`src/rtl/trap_ctrl.sv`:
```
// trap_ctrl: M-mode trap controller with prioritised level/edge interrupts,
// direct/vectored mtvec, pipeline flush/redirect sequencing and a small CSR file.
module trap_ctrl #(
    parameter int XLEN = 32,
    parameter int NUM_IRQ = 4,
    parameter logic [NUM_IRQ-1:0] EDGE_MASK = '0,
    parameter logic [XLEN-1:0] RESET_MTVEC = '0
) (
    input  logic               clk,
    input  logic               rst,
    input  logic               csr_rw,
    input  logic [1:0]         csr_op,
    input  logic [11:0]        csr_addr,
    input  logic [XLEN-1:0]    csr_wdata,
    output logic [XLEN-1:0]    csr_rdata,
    input  logic [NUM_IRQ-1:0] irq,
    input  logic               illegal_inst,
    input  logic               l_access_fault,
    input  logic               s_access_fault,
    input  logic               ecall_m,
    input  logic               mret,
    input  logic [XLEN-1:0]    epc_cur,
    input  logic [XLEN-1:0]    epc_next,
    input  logic [XLEN-1:0]    inst_in,
    input  logic [XLEN-1:0]    fault_addr,
    output logic               flush,
    output logic               regwrite_cancel,
    output logic               redirect_valid,
    output logic [XLEN-1:0]    redirect_pc,
    output logic               busy
);
    localparam logic [0:0] IDLE = 1'b0;
    localparam logic [0:0] REDIRECT = 1'b1;
    localparam logic [11:0] A_MSTATUS = 12'h300;
    localparam logic [11:0] A_MIE = 12'h304;
    localparam logic [11:0] A_MTVEC = 12'h305;
    localparam logic [11:0] A_MEPC = 12'h341;
    localparam logic [11:0] A_MCAUSE = 12'h342;
    localparam logic [11:0] A_MTVAL = 12'h343;
    localparam logic [11:0] A_MIP = 12'h344;

    logic [0:0] state;
    logic st_mie, st_mpie;
    logic [NUM_IRQ-1:0] mie_r, edge_q, irq_q, mip_b, pend, rise, edge_clr;
    logic [XLEN-1:0] mtvec, mepc, mcause, mtval, rpc;
    logic [XLEN-1:0] mstatus_v, mip_v, mie_v, csr_new, base, trap_pc, cause, tval;
    logic [3:0] idx;
    logic act, exc, irq_take, take, do_mret, wr;

    always_comb begin
        rise = irq & ~irq_q & EDGE_MASK;
        mip_b = (edge_q & EDGE_MASK) | (irq & ~EDGE_MASK);
        pend = mip_b & mie_r;
        idx = '0;
        for (int i = NUM_IRQ - 1; i >= 0; i--)
            if (pend[i]) idx = 4'(i);
        mstatus_v = '0;
        mstatus_v[12:11] = 2'b11;
        mstatus_v[7] = st_mpie;
        mstatus_v[3] = st_mie;
        mip_v = '0;
        mip_v[16 +: NUM_IRQ] = mip_b;
        mie_v = '0;
        mie_v[16 +: NUM_IRQ] = mie_r;
    end

    always_comb begin
        case (csr_addr)
            A_MSTATUS: csr_rdata = mstatus_v;
            A_MIE:     csr_rdata = mie_v;
            A_MTVEC:   csr_rdata = mtvec;
            A_MEPC:    csr_rdata = mepc;
            A_MCAUSE:  csr_rdata = mcause;
            A_MTVAL:   csr_rdata = mtval;
            A_MIP:     csr_rdata = mip_v;
            default:   csr_rdata = '0;
        endcase
    end

    always_comb begin
        act = (state == IDLE) & ~rst;
        exc = illegal_inst | ecall_m | l_access_fault | s_access_fault;
        irq_take = st_mie & |pend;
        take = act & (exc | irq_take);
        do_mret = act & ~exc & ~irq_take & mret;
        wr = act & ~take & ~do_mret & csr_rw & |csr_op;
        csr_new = csr_op == 2'b01 ? csr_wdata :
                  csr_op == 2'b10 ? csr_rdata | csr_wdata : csr_rdata & ~csr_wdata;
        // An edge arriving in the clearing cycle is OR-ed back in after the clear
        edge_clr = (wr && csr_addr == A_MIP) ? ~csr_new[16 +: NUM_IRQ] & EDGE_MASK : '0;
        cause = illegal_inst   ? XLEN'(2) :
                ecall_m        ? XLEN'(11) :
                l_access_fault ? XLEN'(5) :
                s_access_fault ? XLEN'(7) : {1'b1, {(XLEN-6){1'b0}}, 1'b1, idx};
        tval = illegal_inst ? inst_in : (ecall_m | ~exc) ? '0 : fault_addr;
        base = {mtvec[XLEN-1:2], 2'b00};
        trap_pc = (~exc && mtvec[1:0] == 2'b01) ? base + {{(XLEN-7){1'b0}}, 1'b1, idx, 2'b00} : base;
        flush = take | do_mret | (state == REDIRECT);
        regwrite_cancel = take;
        redirect_valid = state == REDIRECT;
        busy = state != IDLE;
        redirect_pc = rpc;
    end

    always_ff @(posedge clk or posedge rst) begin
        if (rst) begin
            state <= IDLE;
            st_mie <= 1'b0;
            st_mpie <= 1'b0;
            mie_r <= '0;
            edge_q <= '0;
            irq_q <= '0;
            mtvec <= RESET_MTVEC;
            mepc <= '0;
            mcause <= '0;
            mtval <= '0;
            rpc <= '0;
        end else begin
            irq_q <= irq;
            edge_q <= (edge_q & ~edge_clr) | rise;
            state <= (take | do_mret) ? REDIRECT : IDLE;
            if (take) begin
                mepc <= (exc ? epc_cur : epc_next) & ~XLEN'(3);
                mcause <= cause;
                mtval <= tval;
                st_mpie <= st_mie;
                st_mie <= 1'b0;
                rpc <= trap_pc;
            end else if (do_mret) begin
                st_mie <= st_mpie;
                st_mpie <= 1'b1;
                rpc <= mepc;
            end else if (wr) begin
                case (csr_addr)
                    A_MSTATUS: begin
                        st_mie <= csr_new[3];
                        st_mpie <= csr_new[7];
                    end
                    A_MIE:    mie_r <= csr_new[16 +: NUM_IRQ];
                    A_MTVEC:  mtvec <= csr_new;
                    A_MEPC:   mepc <= csr_new & ~XLEN'(3);
                    A_MCAUSE: mcause <= csr_new;
                    A_MTVAL:  mtval <= csr_new;
                    default:  ;
                endcase
            end
        end
    end
endmodule

```
`config.mk`:
```
export PLATFORM = sky130hd
export DESIGN_NAME = trap_ctrl
export DESIGN_NICKNAME = d
export VERILOG_FILES = /design/src/rtl/trap_ctrl.sv
export SDC_FILE = /design/constraint.sdc
export NUM_CORES = 1
export LEC_CHECK = 0
export BUFFER_PORTS_ARGS = -buffer_cell sky130_fd_sc_hd__buf_2
export CORE_MARGIN = 5
export CORE_UTILIZATION = 49
export CTS_CLUSTER_SIZE = 14
export DETAILED_ROUTE_END_ITERATION = 6
export PLACE_DENSITY = 0.82
export REMOVE_ABC_BUFFERS = 1
export SLEW_MARGIN = 15
export SYNTH_ARGS = -nofsm -noshare
export SYNTH_HDL_FRONTEND = slang
export SYNTH_SLANG_ARGS = --single-unit
```
`constraint.sdc`:
```
create_clock -name clk -period 4.85 [get_ports clk]
set_clock_uncertainty 0.15 [all_clocks]
set_input_delay 0.485 -clock clk [delete_from_list [all_inputs] [get_ports clk]]
set_output_delay 0.485 -clock clk [all_outputs]
set_load 0.02 [all_outputs]
```
==> results.sh, run 1 <==
export IMPL_drv_cap=0
export IMPL_synth_edff_count=0
export IMPL_drive_gt1_share_pct=24.8
export IMPL_synth_ff_type="dfrtp_1"
export IMPL_dr_pass1_iters=6
export IMPL_clk_pin_slew_worst_paths_ps=70
export IMPL_synth_seq_area_share_pct=39.6
export IMPL_tightest_slew_ps=1050
export IMPL_fillers=1890
export IMPL_critPathMaxFanout=27
export IMPL_regArea_um2=4080
export IMPL_slew_viol_final=0
export IMPL_clockBufferDepth=2
export IMPL_cp_start_kind="primary input"
export IMPL_final_net_count=1573
export IMPL_insertion_delay_ps=430
export IMPL_rsz0062_at_grt="no"
export IMPL_placementRows=53
export IMPL_grt_usage_pct=30.2
export IMPL_postCtsSetupRepairBufs=0
export IMPL_setup_viol=0
export IMPL_hold_viol=0
export IMPL_area_growth_pct=18.9
export IMPL_placed_area_um2=11600
export IMPL_crit_required_ps=5060
export IMPL_ys_warnings_count=0
export IMPL_crit_path_end_kind="flip-flop"
export IMPL_portBuffers=247
export IMPL_die_area_um2=24000
export IMPL_worstPathArrival_ps=3860
export IMPL_cts_root_buffer="clkbuf_16"
export IMPL_hp_class="primary input to asynchronous set/reset pin"
export IMPL_period_share_pct=75.2
export IMPL_cts_tree="yes"
export IMPL_antenna_found_initial=4
export IMPL_antenna_left=0
export IMPL_async_reset_ff_share_pct=100
export IMPL_synthDistinctLibCells=79
export IMPL_crit_type="primary input to flip-flop"
export IMPL_tns_ps=0
export IMPL_multi_input_area_um2=5640
export IMPL_synth_area_um2=10300
export IMPL_synth_seq_cells=163
export IMPL_final_area_um2=12200
export IMPL_ios=254
export IMPL_grt_max_degree=89
export IMPL_design_core_area_um2=20800
export IMPL_p_leak_nw=5.46
export IMPL_wl_um=37200
export IMPL_vias_per_cell=6.24
export IMPL_grt_ovfl_total=0
export IMPL_htreeDepth=4
export IMPL_cts_hold_buffers=0
export IMPL_start_util_pct=49.4
export IMPL_hpwl_um=25000
export IMPL_status="complete, no violations"
export IMPL_peakVddDrop_mv=0.196
export IMPL_powerDensity_nw_per_um2=297
export IMPL_drc=0
export IMPL_cts_sinks=163
export IMPL_wl_per_cell_um=22.2
export IMPL_post_cts_resized=0
export IMPL_period_minus_slack_ps=3650
export IMPL_maxSlewHeadroom_pct=29.9
export IMPL_initialDrtViolationCount=1012
export IMPL_first_global_vias=10200
export IMPL_fp_dieH_um=155
export IMPL_cts_buffers=17
export IMPL_die_w_um=155
export IMPL_grt_pass1_wl_um=56800
export IMPL_num_vias=10400
export IMPL_avgSynthCellArea_um2=8.66
export IMPL_place_gp_congestion=0.960
export IMPL_netlist_instances=1189
export IMPL_fmax_mhz=274
critical path, stage by stage:
cell     delay, ps
buf_2          150
or4_1          970
buf_4          410
nand2_1        100
and2_2         160
inv_2          210
a31oi_4        720
buf_4          440
nor2_1          70
a21oi_1        140
per-stage QoR:
stage	cells	power, mW	worst slack (ps)	utilization (%)	hold WS, ps
after floorplan	1091	1.96	-200	-	299
after global placement	1640	2.22	867	55.9	314
after detailed placement	1640	2.25	804	55.9	323
after CTS	1672	3.62	1210	58.7	118
after global routing	1673	3.77	1070	58.8	156
final	1673	3.63	1200	58.8	74.2
final cells by class:
type	instances	area share (%)
Inverter	32	1.02
Multi-Input combinational cell	896	46.1
Tap cell	275	2.81
Clock buffer	19	3.62
Antenna cell	1	0.0205
Sequential cell	163	33.3
Clock inverter	13	1.22
Timing Repair Buffer	274	11.9
final timing paths:
path / from / endpoint / slack (ps) / depth (start not counted)
hold / removal: rst / mtval[3] / 70 / 2
max in group asynchronous: rst / redirect_pc[17] / 3530 / 3
setup / recovery: ecall_m / mcause[2] / 1200 / 10
hold reg to reg: mcause[5] / mcause[5] / 340 / 2
setup reg to reg: mie_r[2] / redirect_pc[10] / 1440 / 12
min in group clk: mret / st_mie / 210 / 3
synth_stat cells, types with 24 or more instances:
master / count / area, um2
mux2i_1: 31 / 310
clkbuf_1: 48 / 180
a21oi_1: 83 / 415
dfrtp_1: 163 / 4080
o2bb2ai_1: 24 / 210
nor3_1: 31 / 155
nand3_1: 26 / 130
nor2_1: 58 / 218
o21ai_0: 87 / 435
inv_1: 31 / 116
buf_2: 30 / 150
nand2_1: 143 / 537
o21ai_1: 54 / 270
xnor2_1: 47 / 412
a22oi_1: 109 / 818
a31oi_1: 34 / 213
where the power goes:
part           internal (mW)  switching [mW]
combinational          0.252           0.399
sequential              1.50          0.0924
clock                  0.782           0.607
total                   2.53            1.10
sequential cells by signal, indices dropped and copies added (netlist names):
signal and count:
busy 1, mcause 32, mepc 30, mie_r 4, mtval 32, mtvec 32
redirect_pc 30, st_mie 1, st_mpie 1
metal layers:
| layer | wire length [um] | part of all wire (%) | track usage, % | vias to the layer above |
|---|---|---|---|---|
| li1 | - | - | - | 4769 |
| met1 | 14700 | 40 | 40.7 | 4952 |
| met2 | 17000 | 46 | 47.0 | 607 |
| met3 | 4010 | 11 | 7.23 | 101 |
| met4 | 1360 | 3.6 | 12.6 | 6 |
| met5 | 34 | 0.091 | 0 | - |
kinds of logic (layout without fill, tap and decap cells):
kind of cell	Yosys count	in the layout	synth area share (%)
AND/OR/NAND/NOR	343	343	16.7
XOR/XNOR	60	60	5.10
buffers and inverters	131	338	5.94
AO/OA/AOI/OAI	445	445	27.9
multiplexers	43	43	4.33
flip-flops	163	163	39.6
other	1	3	0.0364
adder cells (fa/ha/maj)	3	3	0.437
cell usage in the layout (no fill, tap or decap), types with 4 or more instances in the layout:
master,netlist,final
dfrtp_1,163,163
a31oi_1,34,33
a21oi_1,83,83
mux2_2,9,9
nand2_1,143,143
mux2i_1,31,31
buf_4,14,26
and2_1,4,4
a221o_1,8,8
o21a_1,4,4
nor4_1,5,4
clkbuf_16,0,17
nor3_1,31,31
a32oi_1,4,4
o2bb2ai_1,24,24
o211ai_1,4,4
inv_6,0,4
nand4_1,14,14
nor3b_1,4,4
a22o_1,4,4
inv_1,31,30
nand2b_1,7,7
nand3_1,26,26
a22oi_1,109,109
nor2_1,58,56
and3_1,10,10
and4_1,7,7
o21ai_0,87,87
nor2b_1,6,6
buf_2,30,247
xnor2_1,47,47
o21ai_1,54,54
xor2_1,13,13
Power figures use the tool's default switching activity.
==> run 2, diff against run 1 <==
- ABC_AREA: default -> 1
- CORE_UTILIZATION: 49 -> 50
- PLACE_DENSITY: 0.82 -> 0.83
- clock period: 4.85 -> 2.9 ns (I/O delays scaled with it)
==> run 2 against run 1 <==
- first-iteration DRC count up 9.4%
- flip-flop and latch count did not move
- the run now ends with DRC left
- largest power group unchanged
- critical path type is now flip-flop to output port
- highest routed layer is now met4
- power rose by 74%
- count of clock-buffer cells in the layout is 1 higher
- final area grew 5.6%
- combinational power is 100% higher
- final cell count up 29%
==> results.sh, run 2 <==
export IMPL_design_core_area_um2=21000
export IMPL_grt_ovfl_total=0
export IMPL_p_leak_nw=7.00
export IMPL_status="finished with violations"
export IMPL_cts_root_buffer="clkbuf_16"
export IMPL_critPathMaxFanout=8
export IMPL_maxSlewHeadroom_pct=28.6
export IMPL_worst_hold_startpoint="csr_wdata[4]"
export IMPL_power_mw=6.31
export IMPL_synth_top_cells_by_count="481 x nand2_1, 233 x nor2_1, 178 x nand3_1"
export IMPL_top_usage_layer="met2"
export IMPL_netlist_instances=1631
export IMPL_clk_pin_slew_worst_paths_ps=60
export IMPL_synth_area_leaders="dfrtp_1 38%, nand2_1 17%, nand3_1 8.3%, nor2_1 8.2%, a21oi_1 5.3%"
export IMPL_final_common_cell="nand2_1"
export IMPL_rsz0062_at_grt="no"
export IMPL_cts_buffers=17
export IMPL_num_vias=12200
export IMPL_drc=6
export IMPL_setup_viol=0
export IMPL_grtUsageMet3_pct=5.49
export IMPL_hold_viol=0
export IMPL_powerDensity_nw_per_um2=489
export IMPL_synth_top_area_cell="dfrtp_1"
export IMPL_wl_per_cell_um=18.6
export IMPL_insertion_delay_ps=430
export IMPL_ys_warnings_count=0
export IMPL_reg2reg_to="redirect_pc[24]"
export IMPL_dr_pass1_iters=7
export IMPL_die_w_um=156
export IMPL_initialDrtViolationCount=1107
export IMPL_grt_usage_pct=32.6
export IMPL_antenna_left=0
export IMPL_grt_pass1_wl_um=62600
export IMPL_htreeDepth=4
export IMPL_fmax_mhz=368
export IMPL_vias_per_cell=5.67
export IMPL_crit_type="flip-flop to output port"
export IMPL_peakVddDrop_mv=0.384
export IMPL_holdPathStages=5
export IMPL_drive_gt1_share_pct=21.1
export IMPL_placementRows=53
export IMPL_antenna_found_initial=3
export IMPL_hpwl_um=28100
export IMPL_synth_edff_count=0
export IMPL_async_reset_ff_share_pct=100
export IMPL_worstPathArrival_ps=2280
export IMPL_drv_cap=0
export IMPL_slew_viol_final=0
export IMPL_violations="DRC"
export IMPL_final_cell_mix="479 x nand2_1, 247 x buf_2, 227 x nor2_1"
export IMPL_synth_area_um2=10700
export IMPL_cts_sinks=163
export IMPL_fp_dieH_um=156
export IMPL_synthDistinctLibCells=45
export IMPL_grt_max_degree=66
export IMPL_worst_r2r_setup_slack_ps=190
export IMPL_place_gp_congestion=0.982
export IMPL_crit_path_end_kind="output port"
export IMPL_tightest_slew_ps=1070
export IMPL_grt_use_met1_pct=44.5
export IMPL_avgSynthCellArea_um2=6.54
export IMPL_die_area_um2=24400
export IMPL_hp_class="primary input to flip-flop"
export IMPL_rr_startpoint="mie_r[2]"
export IMPL_synth_most_common_cell="nand2_1"
export IMPL_final_net_count=2054
export IMPL_reg_top3="mcause (32), mtval (32), mtvec (32)"
export IMPL_period_share_pct=93.8
export IMPL_use_met2_pct=51.8
export IMPL_hold_ws_ps=48.1
export IMPL_holdPathEnd="mtvec[4]"
export IMPL_cp_start_kind="flip-flop"
export IMPL_portBuffers=247
export IMPL_reg2regPathDepth=16
export IMPL_synth_seq_area_share_pct=38.2
export IMPL_synth_seq_cells=163
export IMPL_start_util_pct=50.8
export IMPL_wl_um=40100
export IMPL_ios=254
export IMPL_cts_tree="yes"
export IMPL_first_global_vias=11700
export IMPL_clockBufferDepth=2
export IMPL_area_growth_pct=21.1
export IMPL_crit_required_ps=2460
export IMPL_synth_ff_type="dfrtp_1"
export IMPL_synth_top_area_share_pct=38.2
export IMPL_period_minus_slack_ps=2720
[run 2: metal layers]
metal / vias to the layer above / routed length (um) / share of wire [%]
li1: 5744 / - / -
met5: - / 0 / 0
met1: 5630 / 16000 / 40
met2: 723 / 18300 / 46
met3: 118 / 4180 / 10
met4: 0 / 1570 / 3.9
[run 2: cell families after synthesis]
kind of cell | after synthesis | synth area share (%)
xor+xnor | 11 | 0.903
buf+inv | 206 | 8.17
other cells | 1 | 0.0351
fa+ha+maj | 3 | 0.422
simple gates | 955 | 37.6
flops | 163 | 38.2
compound gates | 292 | 14.6
[run 2: repair_timing]
action                                  4_1_cts  5_1_grt
setup buffers                                 0        0
endpoints found under the setup margin        9       13
hold buffers                                  1        0
endpoints found under the hold margin        61        0
pin swaps                                     0        3
resized for setup                             1       15
[run 2: final cells by class]
class / instances / area (um2)
fill: 1957 / 8100
tap: 275 / 344
sequential: 163 / 4080
clock inverter: 11 / 104
multi-input combinational: 1263 / 5800
clock buffer: 20 / 467
inverter: 119 / 452
antenna: 3 / 7.51
timing repair buffer: 301 / 1670
[run 2: worst max path at each step]
stage                                 end  slack, ps     start
after floorplan                      busy      -1940       rst
after global placement    redirect_pc[26]        -70    irq[2]
after detailed placement  redirect_pc[22]       -140    irq[2]
after CTS                 redirect_pc[22]         10  mie_r[2]
after global routing      redirect_pc[26]         20  mie_r[2]
final                               flush        180  mie_r[3]
[run 2: worst max-delay path, cell delays in order (launching register included)]
cell and delay (ps):
dfrtp_1 390, buf_4 150, nand2_1 70, nand2_2 100, o21ai_4 240, nand2_1 130
nand2_4 180, nand2_2 130, or2_2 290, buf_2 160
[run 2: report_power, final]
| group | internal [mW] | leakage (nW) | switching [mW] | total [mW] |
|---|---|---|---|---|
| logic | 0.442 | 4.89 | 0.856 | 1.30 |
| clock network | 1.25 | 0.267 | 0.983 | 2.23 |
| registers | 2.58 | 1.84 | 0.208 | 2.78 |
[run 2: metrics by stage]
| stage | instances | utilization (%) | setup WS [ps] | TNS [ps] | instance area, um2 |
|---|---|---|---|---|---|
| final | 2155 | 61.5 | 180 | 0 | 12900 |
| after global routing | 2155 | 61.5 | 18.4 | 0 | 12900 |
| after CTS | 2152 | 61.2 | 13.1 | 0 | 12900 |
| after detailed placement | 2120 | 58.4 | -138 | -509 | 12300 |
| after global placement | 2120 | 58.4 | -67.5 | -163 | 12300 |
| after floorplan | 1545 | - | -1940 | -347010 | 10200 |
==> run 3, diff against run 2 <==
- GPL_TIMING_DRIVEN: default -> 0
==> run 3 against run 2 <==
- the run now ends clean
- utilization rose by 1.2 points
- worst setup slack got worse by 110 ps
- count of clock-buffer cells in the layout rose by 2
- fmax shrank 3.9%
==> results.sh, run 3 (synthesized netlist as in run 2, its figures left out) <==
export IMPL_insertion_delay_ps=430
export IMPL_p_leak_nw=6.96
export IMPL_cp_start_kind="primary input"
export IMPL_cp_top_family="simple AND/OR/NAND/NOR gates"
export IMPL_critPathMaxFanout=14
export IMPL_wl_met1_um=16000
export IMPL_fmax_mhz=353
export IMPL_vias_per_cell=5.80
export IMPL_portBuffers=247
export IMPL_hp_class="primary input to flip-flop"
export IMPL_initialDrtViolationCount=1250
export IMPL_design_core_area_um2=21000
export IMPL_worst_hold_startpoint="csr_wdata[5]"
export IMPL_worst_path_max_delay_cell="buf_4"
export IMPL_reg2reg_to="redirect_pc[26]"
export IMPL_clk_pin_slew_worst_paths_ps=60
export IMPL_fp_dieH_um=156
export IMPL_htreeDepth=4
export IMPL_wl_met2_um=19200
export IMPL_worst_r2r_setup_slack_ps=70
export IMPL_cts_tree="yes"
export IMPL_wl_um=42100
export IMPL_reg2regPathDepth=16
export IMPL_grt_max_degree=113
export IMPL_wl_per_cell_um=19.7
export IMPL_dr_pass1_iters=7
export IMPL_crit_type="primary input to output port"
export IMPL_period_share_pct=97.6
export IMPL_drv_cap=0
export IMPL_crit_path_end_kind="output port"
export IMPL_ios=254
export IMPL_start_util_pct=50.8
export IMPL_placed_cells=2078
export IMPL_final_cells=2133
export IMPL_area_growth_pct=23.4
export IMPL_grt_usage_pct=33.6
export IMPL_reg_top3="mcause (32), mtval (32), mtvec (32)"
export IMPL_post_route_util_pct=62.6
export IMPL_final_net_count=2031
export IMPL_final_cell_mix="475 x nand2_1, 246 x buf_2, 224 x nor2_1"
export IMPL_cts_root_buffer="clkbuf_16"
export IMPL_worstPathArrival_ps=2390
export IMPL_final_common_cell="nand2_1"
export IMPL_die_w_um=156
export IMPL_antenna_found_initial=3
export IMPL_slowest_delay_ps=290
export IMPL_holdPathStages=5
export IMPL_die_area_um2=24400
export IMPL_crit_chain="buf_2, nor2_1, nand3_2, nor2_4, buf_4, nand2_1, clkinv_1, nand2_1, nand2_1, nor2_1, o21ai_0, buf_2"
export IMPL_regArea_um2=4080
export IMPL_clockBufferDepth=2
export IMPL_cpMostUsedCell="nand2_1"
export IMPL_hold_viol=0
export IMPL_tightest_slew_ps=1020
export IMPL_antenna_left=0
export IMPL_drc=0
export IMPL_slew_viol_final=0
export IMPL_grt_pass1_wl_um=64100
export IMPL_worst_path_buf_inv=4
export IMPL_power_mw=6.59
export IMPL_crit_required_ps=2460
export IMPL_setup_viol=0
export IMPL_grt_ovfl_total=0
export IMPL_rr_startpoint="mie_r[2]"
export IMPL_cts_sinks=163
export IMPL_powerDensity_nw_per_um2=501
export IMPL_first_global_vias=12000
export IMPL_fillers=1943
export IMPL_hpwl_um=27000
export IMPL_routed_top_layer="met4"
export IMPL_placementRows=53
export IMPL_multi_input_area_um2=5990
export IMPL_drive_gt1_share_pct=20.9
export IMPL_cts_buffers=17
export IMPL_place_gp_congestion=0.962
export IMPL_maxSlewHeadroom_pct=31.8
export IMPL_status="complete, no violations"
export IMPL_route_met3_wl_um=4970
export IMPL_num_vias=12400
export IMPL_peakVddDrop_mv=0.463
export IMPL_period_minus_slack_ps=2830
export IMPL_holdPathEnd="mtvec[5]"
export IMPL_rsz0062_at_grt="yes"
## run 3: report_power, final
part | internal, mW | leakage [nW] | switching (mW)
clock | 1.51 | 0.306 | 0.935
sequential | 2.58 | 1.84 | 0.192
combinational | 0.475 | 4.81 | 0.911
## run 3: timing repair
| item | in CTS | in global routing |
|---|---|---|
| cloned | 6 | 2 |
| setup buffers | 8 | 3 |
| pin swaps | 8 | 10 |
| hold buffers | 1 | 0 |
| setup endpoints to repair | 193 | 26 |
| hold endpoints to repair | 51 | 0 |
| resized for setup | 29 | 19 |
## run 3: how the worst max path moves through the flow
| stage | start | to | slack [ps] | cells past startpoint |
|---|---|---|---|---|
| final | csr_addr[5] | csr_rdata[3] | 70 | 12 |
| after detailed placement | illegal_inst | mtval[7] | -2210 | 11 |
| after global routing | mie_r[2] | redirect_pc[26] | -60 | 16 |
| after global placement | csr_addr[5] | mepc[11] | -4100 | 9 |
| after CTS | mie_r[2] | redirect_pc[26] | 20 | 16 |
| after floorplan | rst | busy | -1940 | 1 |
## run 3: metrics by stage
stage,TNS (ps),instance area [um2],hold WS [ps],setup slack [ps]
2_1_floorplan,-347010,10200,309,-1940
3_3_place_gp,-1039310,11800,320,-4100
3_5_place_dp,-277880,12200,196,-2210
4_1_cts,0,13100,49.8,21.3
5_1_grt,-117,13200,94.4,-58.1
6_report,0,13200,58.7,70.2
## run 3: area by class of cell
type | count | area share, %
Multi-Input combinational cell | 1269 | 45.5
Timing Repair inverter | 2 | 0.0950
Sequential cell | 163 | 31.0
Timing Repair Buffer | 270 | 12.3
Inverter | 119 | 3.69
Tap cell | 275 | 2.61
Clock inverter | 9 | 1.15
Clock buffer | 22 | 3.60
Antenna cell | 4 | 0.0760
## run 3: worst register-to-register path, stage by stage, from the launching register on
cell and delay, ps:
dfrtp_1 400, nand2_2 90, nand3_2 80, a21boi_2 210, ha_2 210, inv_1 50, fa_2 370, inv_2 100
nand2_1 100, a21oi_2 140, nand2_2 100, nor2_4 240, nand3_4 130, nor2_2 150, nand2_1 50, nand3_1 70
nand2_1 50
## run 3: routing by layer
metal	vias to the layer above	GRT usage, %
met4	0	15.6
met5	-	0
met3	164	8.43
met2	783	54.6
li1	5717	-
met1	5704	42.0
